==> src/rtl/ram_arbiter.sv <==
// Round-robin arbiter sharing one single-port data RAM between two masters,
// with bounded locked bursts and a one-cycle registered read-valid return.
module ram_arbiter #(
  parameter int ADDR_W   = 22,
  parameter int MAX_LOCK = 16
) (
  input  logic              clk,
  input  logic              rst,
  input  logic              m0_req,
  input  logic              m0_lock,
  input  logic [3:0]        m0_wen,
  input  logic [ADDR_W-1:0] m0_addr,
  input  logic [31:0]       m0_wdata,
  output logic              m0_gnt,
  output logic              m0_rvalid,
  output logic [31:0]       m0_rdata,
  input  logic              m1_req,
  input  logic              m1_lock,
  input  logic [3:0]        m1_wen,
  input  logic [ADDR_W-1:0] m1_addr,
  input  logic [31:0]       m1_wdata,
  output logic              m1_gnt,
  output logic              m1_rvalid,
  output logic [31:0]       m1_rdata,
  output logic [3:0]        ram_wen,
  output logic [ADDR_W-1:0] ram_addr,
  output logic [31:0]       ram_wdata,
  input  logic [31:0]       ram_rdata
);
  localparam int CW = (MAX_LOCK > 2) ? $clog2(MAX_LOCK) : 1;

  typedef enum logic [1:0] {ARB, LOCK0, LOCK1} state_t;

  state_t                   state;
  logic                     last;
  logic [CW-1:0]            lock_cnt;
  logic [1:0]               rv;
  logic [1:0]               req, lock, gnt, rd;
  logic [1:0][3:0]          wen;
  logic [1:0][ADDR_W-1:0]   addr;
  logic [1:0][31:0]         wdata;
  logic                     own, sel;

  assign req   = {m1_req, m0_req};
  assign lock  = {m1_lock, m0_lock};
  assign wen   = {m1_wen, m0_wen};
  assign addr  = {m1_addr, m0_addr};
  assign wdata = {m1_wdata, m0_wdata};
  assign rd    = {m1_wen == 4'h0, m0_wen == 4'h0};
  assign own   = (state == LOCK1);
  assign sel   = gnt[1];

  always_comb begin
    gnt = 2'b00;
    if (!rst) begin
      unique case (state)
        ARB: begin
          // last==1 means m1 went most recently, so m0 takes the tie
          if (req[0] && (!req[1] || last)) gnt[0] = 1'b1;
          else if (req[1])                 gnt[1] = 1'b1;
        end
        LOCK0:   gnt[0] = req[0];
        LOCK1:   gnt[1] = req[1];
        default: gnt = 2'b00;
      endcase
    end
  end

  assign ram_wen   = (|gnt) ? wen[sel]   : 4'h0;
  assign ram_addr  = (|gnt) ? addr[sel]  : '0;
  assign ram_wdata = (|gnt) ? wdata[sel] : 32'h0;

  always_ff @(posedge clk) begin
    if (rst) begin
      state    <= ARB;
      last     <= 1'b1;
      lock_cnt <= '0;
      rv       <= 2'b00;
    end else begin
      rv <= gnt & rd;
      if (|gnt) last <= gnt[1];
      unique case (state)
        ARB: begin
          if (gnt[0] && lock[0]) begin
            state    <= LOCK0;
            lock_cnt <= '0;
          end else if (gnt[1] && lock[1]) begin
            state    <= LOCK1;
            lock_cnt <= '0;
          end
        end
        LOCK0, LOCK1: begin
          lock_cnt <= lock_cnt + 1'b1;
          if ((gnt[own] && !lock[own]) || !req[own] ||
              lock_cnt == CW'(MAX_LOCK - 1)) begin
            state <= ARB;
            last  <= own;
          end
        end
        default: state <= ARB;
      endcase
    end
  end

  assign m0_gnt    = gnt[0];
  assign m1_gnt    = gnt[1];
  // a read return still pending when reset hits is dropped
  assign m0_rvalid = rv[0] & ~rst;
  assign m1_rvalid = rv[1] & ~rst;
  assign m0_rdata  = ram_rdata;
  assign m1_rdata  = ram_rdata;
endmodule

==> config.mk <==
export PLATFORM = sky130hd
export DESIGN_NAME = ram_arbiter
export DESIGN_NICKNAME = d
export VERILOG_FILES = /design/src/rtl/ram_arbiter.sv
export SDC_FILE = /design/constraint.sdc
export NUM_CORES = 1
export LEC_CHECK = 0
export CORE_AREA = 4 4 107 109
export CTS_CLUSTER_DIAMETER = 100
export DETAILED_ROUTE_END_ITERATION = 8
export DIE_AREA = 0 0 111 113
export PLACE_DENSITY = 0.62
export SYNTH_ARGS = -nofsm -noshare
export SYNTH_HDL_FRONTEND = slang
export SYNTH_SLANG_ARGS = --single-unit
==> constraint.sdc <==
create_clock -name clk -period 3.9 [get_ports clk]
set_input_delay 0.78 -clock clk [delete_from_list [all_inputs] [get_ports clk]]
set_output_delay 0.78 -clock clk [all_outputs]
set_load 0.01 [all_outputs]
# == Word-level counts from Yosys, hierarchy flattened ==
# Index checks and enable logic that the tools add are counted.
# word_totals
ff_bits,9
in_bits,154
output_inout_bits,126
# classes
add_sub_neg,1
order_cmp,2
n_eq_ne,5
muxes,31
bitwise,4
n_reduce_logical,18
# op_table
cell,n
$mux W32,3
$mux W22,3
$mux W4,5
$mux W1,12
$logic_not A4 Y1,2
$mux W2,4
$pmux W4 S2,1
$add A4 B1 Y4 const B,1
$eq A4 B4 Y1 const B,1
$logic_and A1 B1 Y1,4
$lt A1 B2 Y1 const B,2
$pmux W1 S2,2
$pmux W2 S2,1
$reduce_and A2 Y1,2
$reduce_or A2 Y1,2
$logic_not A1 Y1,3
$logic_or A1 B1 Y1,3
$ne A3 B3 Y1 const B,1
$and A1 B1 Y1,2
$and A2 B2 Y2,1
$eq A2 B1 Y1 const B,1
$eq A2 B2 Y1 const B,1
$logic_not A2 Y1,1
$ne A2 B2 Y1 const B,1
2 further kinds,2

# == Longest topological paths before layout ==
# logic_depth
word_depth,13
mapped_depth,9
mapped_depth_nobuf,8

# == Worst setup path after synthesis ==
# No wires, ideal clock.
# synth_path
path_kind,input-to-output
start,input m1_req
end,output ram_addr[11]
t_arrival_ps,1813
slack_ps,1307
path_stages,6
path_cell_list,nand2b_1 a21oi_1 or3_1 clkbuf_1 clkbuf_1 o21ai_0
# synth_between
elab_chain_len,9
word_cells_on_any_way,13
cone_classes,mux (9); reduce/logical (4)
# synth_lines
item,line_no,rtl
from (decl),17,"input logic m1_req,"
$logic_not A1 Y1,59,if (req[0] && (!req[1] || last)) gnt[0] = 1'b1;
$logic_or A1 B1 Y1,59,
$logic_and A1 B1 Y1,59,
$mux W1,59,
$pmux W1 S2,56,unique case (state)
$mux W2 *,55,if (!rst) begin
$mux W22 (implied by the code) (2 in series),70,assign ram_addr = (|gnt) ? addr[sel] : '0;
$mux W22 *,70,
to (decl),26,"output logic [ADDR_W-1:0] ram_addr,"
# Every way passes the cells marked *; elsewhere a longest branch is shown, timed or not. The select of a mux whose other input is x is not followed.

# == Worst setup path in the final report ==
# layout_path
start,input m1_req
end,output ram_wdata[24]
# layout_between
elab_chain_len,9
word_cells_on_any_way,13
cone_classes,mux (9); reduce/logical (4)
# layout_lines
item,line_no,rtl
$logic_not A1 Y1,59,
$logic_or A1 B1 Y1,59,
$logic_and A1 B1 Y1,59,
$mux W1,59,
$pmux W1 S2,56,
$mux W2 *,55,
$mux W32 (implied by the code) (2 in series),71,assign ram_wdata = (|gnt) ? wdata[sel] : 32'h0;
$mux W32 *,71,
to (decl),27,"output logic [31:0] ram_wdata,"
# Marked as above.

==> qor.csv <==
metric;value;unit
status;complete, no violations;
synth_cell_types;32;
ir_worst_vdd;0.1278;mV
hold_path.class;reg -> reg;
synthXorXnorAreaFrac;0;
yosysTopAreaCell;buf_4;
r2r_end;lock_cnt[3];
routed_via_density;4.367;
synth_top_family_by_area;buffers and inverters;
synth_ff_type;dfxtp_1;
port_buffers;183;
crit_path_end;ram_wdata[24];
slew_violations;0;
ctsResizeCount;0;
syn-cell-area;1861;um2
fp.dieW;111;um
cts-root-buf;clkbuf_8;
worstRegToRegCells;9;
fmax;265.6;MHz
num_io_pins;280;
yosys-mux-area-fraction;0;
nets;597;
critPathCaptureType;primary output;
finalPower;0.001149;W
synthesis.nets;485;
switching_power;0.0004830;W
synthTopCellsByCount;118 x nand2_1, 64 x buf_4, 63 x o21ai_0;
clock_latency;0.23;ns
core-area;10600;um2
crit_arrival;2.99;ns
cts_buffer_depth;2;
routabilityCongestion;0.7985;
switching_share;0.4205;
synth_warnings;0;
antenna_found_initial;0;
synth_top_area_frac;0.2582;
cts.sinks;9;
ant_nets;0;
holdBufCountCts;0;
tightest_slew;0.7305;ns
finalSetupViolCount;0;
cts_tree;built;
drv_cap;0;
placed_area;3446;um2
yosysSeqAreaShare;0.09684;
rsz0062_at_grt;false;
finClkSkew;0.001147;ns
grt_overflow;0;
power_density;329.0;nW/um2
std_cell_rows;38;
power_frac_seq;0.104;
drc;0;
start_kind;input pin;
synth_edf_count;0;
drt_iter0_drc;92;
start_util;0.1755;
grt_pass1_vias;2388;
synth_area_leaders;buf_4 26%, nand2_1 24%, o21ai_0 17%;
worst-path-max-fanout;37;
p_leak;1.366;nW
r2r_start;state[0];
nFillCells;1157;
reg2reg_slack;1.66;ns
crit_path_start;m1_req;
dr.pass1.iters;5;
synthAdderAreaFrac;0.02690;
dieArea;12540;um2
relSlewSlack;0.5004;
diodes;0;
synthSimpleGateAreaFrac;0.3040;
place_hpwl;6568;um
async_flop_share;0;
ys_seq_elements;9;
period_needed;3.765;ns
fin_area;3491;um2
worstSetupPathType;in -> out;
min_period_over_period;0.9654;
syn_area_per_cell;5.690;um2
die_h;113;um
clkPwrFrac;0.095;
avgRoutedWirePerCell;13.89;um
postSynthCellCount;327;
cts_buffers;3;
finalHoldViolCount;0;
synth_compound_area_frac;0.2542;
grt_max_degree;39;
synth.most_common_cell;nand2_1;
grt_usage;0.1163;
setup_tns;0;ns
intPower;0.0006657;W
post_cts_buffers;0;
area_growth;87.63;%
layout-drive-gt1-share;0.03881;
totalWireLength;8027;um
p_comb_frac;0.801;
path_clk_slew;0.04;ns
grt_pass1_wl;12140;um
cts_max_level;1;
crit_required;3.12;ns
vias;2524;
[cell usage in the layout (no fill, tap or decap), drive strengths merged, types with 3 or more instances in the layout]
cell	synthesis	routed
clkdlybuf4s50	0	183
nand2	118	118
o21ai	65	65
dfxtp	9	9
buf	67	9
inv	8	8
nor2	5	5
nand3	4	4
ha	4	4
clkbuf	18	4
a21oi	3	3
or4	3	3
a31oi	3	3
o211ai	3	3
[critical path, stage by stage]
cell and delay [ns]:
clkdlybuf4s50_1 0.44, nand2b_1 0.12, a21oi_1 0.07, or3_2 0.46, buf_4 0.26, o21ai_0 0.21
clkdlybuf4s50_1 0.62
[cell families (layout without fill, tap and decap cells)]
family,Yosys count,after routing
fa+ha+maj,4,4
simple gates,139,139
buf+inv,93,204
flops,9,9
compound gates,82,82
[sequential cells by signal (all words and copies together) (netlist names)]
name,count
lock_cnt,4
rv,2
state,2
last,1
[layout make-up]
class | instances | area (um2) | area share
multi-input combinational | 225 | 1099 | 0.3147
clock buffer | 4 | 45.04 | 0.01290
sequential | 9 | 180.2 | 0.05161
inverter | 8 | 30.03 | 0.008602
timing repair buffer | 192 | 1962 | 0.5620
tap | 140 | 175.2 | 0.05018
[power groups by stage]
stage               clock, W  combinational [W]  sequential (W)
floorplan                  0           0.000473        0.000118
global placement           0           0.000921        0.000120
detailed placement         0           0.000928        0.000122
CTS                 0.000113           0.000932        0.000120
global route        0.000118           0.000999        0.000122
finish              0.000109           0.000920        0.000120
[routing by layer]
layer	global-route usage	part of all wire	routed length, um	vias to the layer above
li1	-	-	-	1229
met1	0.1306	0.38	3090	1133
met2	0.2043	0.49	3939	133
met3	0.03850	0.094	756	29
met4	0.04516	0.030	241	0
met5	0	0	0	-
[how the worst min path moves through the flow]
stage | start | endpoint | depth (start not counted)
6_report | lock_cnt[1] | lock_cnt[1] | 2
5_1_grt | lock_cnt[1] | lock_cnt[1] | 2
4_1_cts | lock_cnt[1] | lock_cnt[1] | 2
3_5_place_dp | lock_cnt[1] | lock_cnt[1] | 2
3_3_place_gp | lock_cnt[1] | lock_cnt[1] | 2
2_1_floorplan | lock_cnt[1] | lock_cnt[1] | 2
[through the flow]
stage / hold WS [ns] / utilization / setup slack, ns / std cells
after floorplan: 0.4664 / - / 1.307 / 327
after global placement: 0.4813 / 0.3250 / 0.1958 / 574
after detailed placement: 0.4913 / 0.3250 / 0.1102 / 574
after CTS: 0.4994 / 0.3292 / 0.1067 / 578
after global routing: 0.5522 / 0.3292 / 0.02709 / 578
final: 0.5064 / 0.3292 / 0.1349 / 578
No activity file was read; power rests on OpenSTA's default activity.
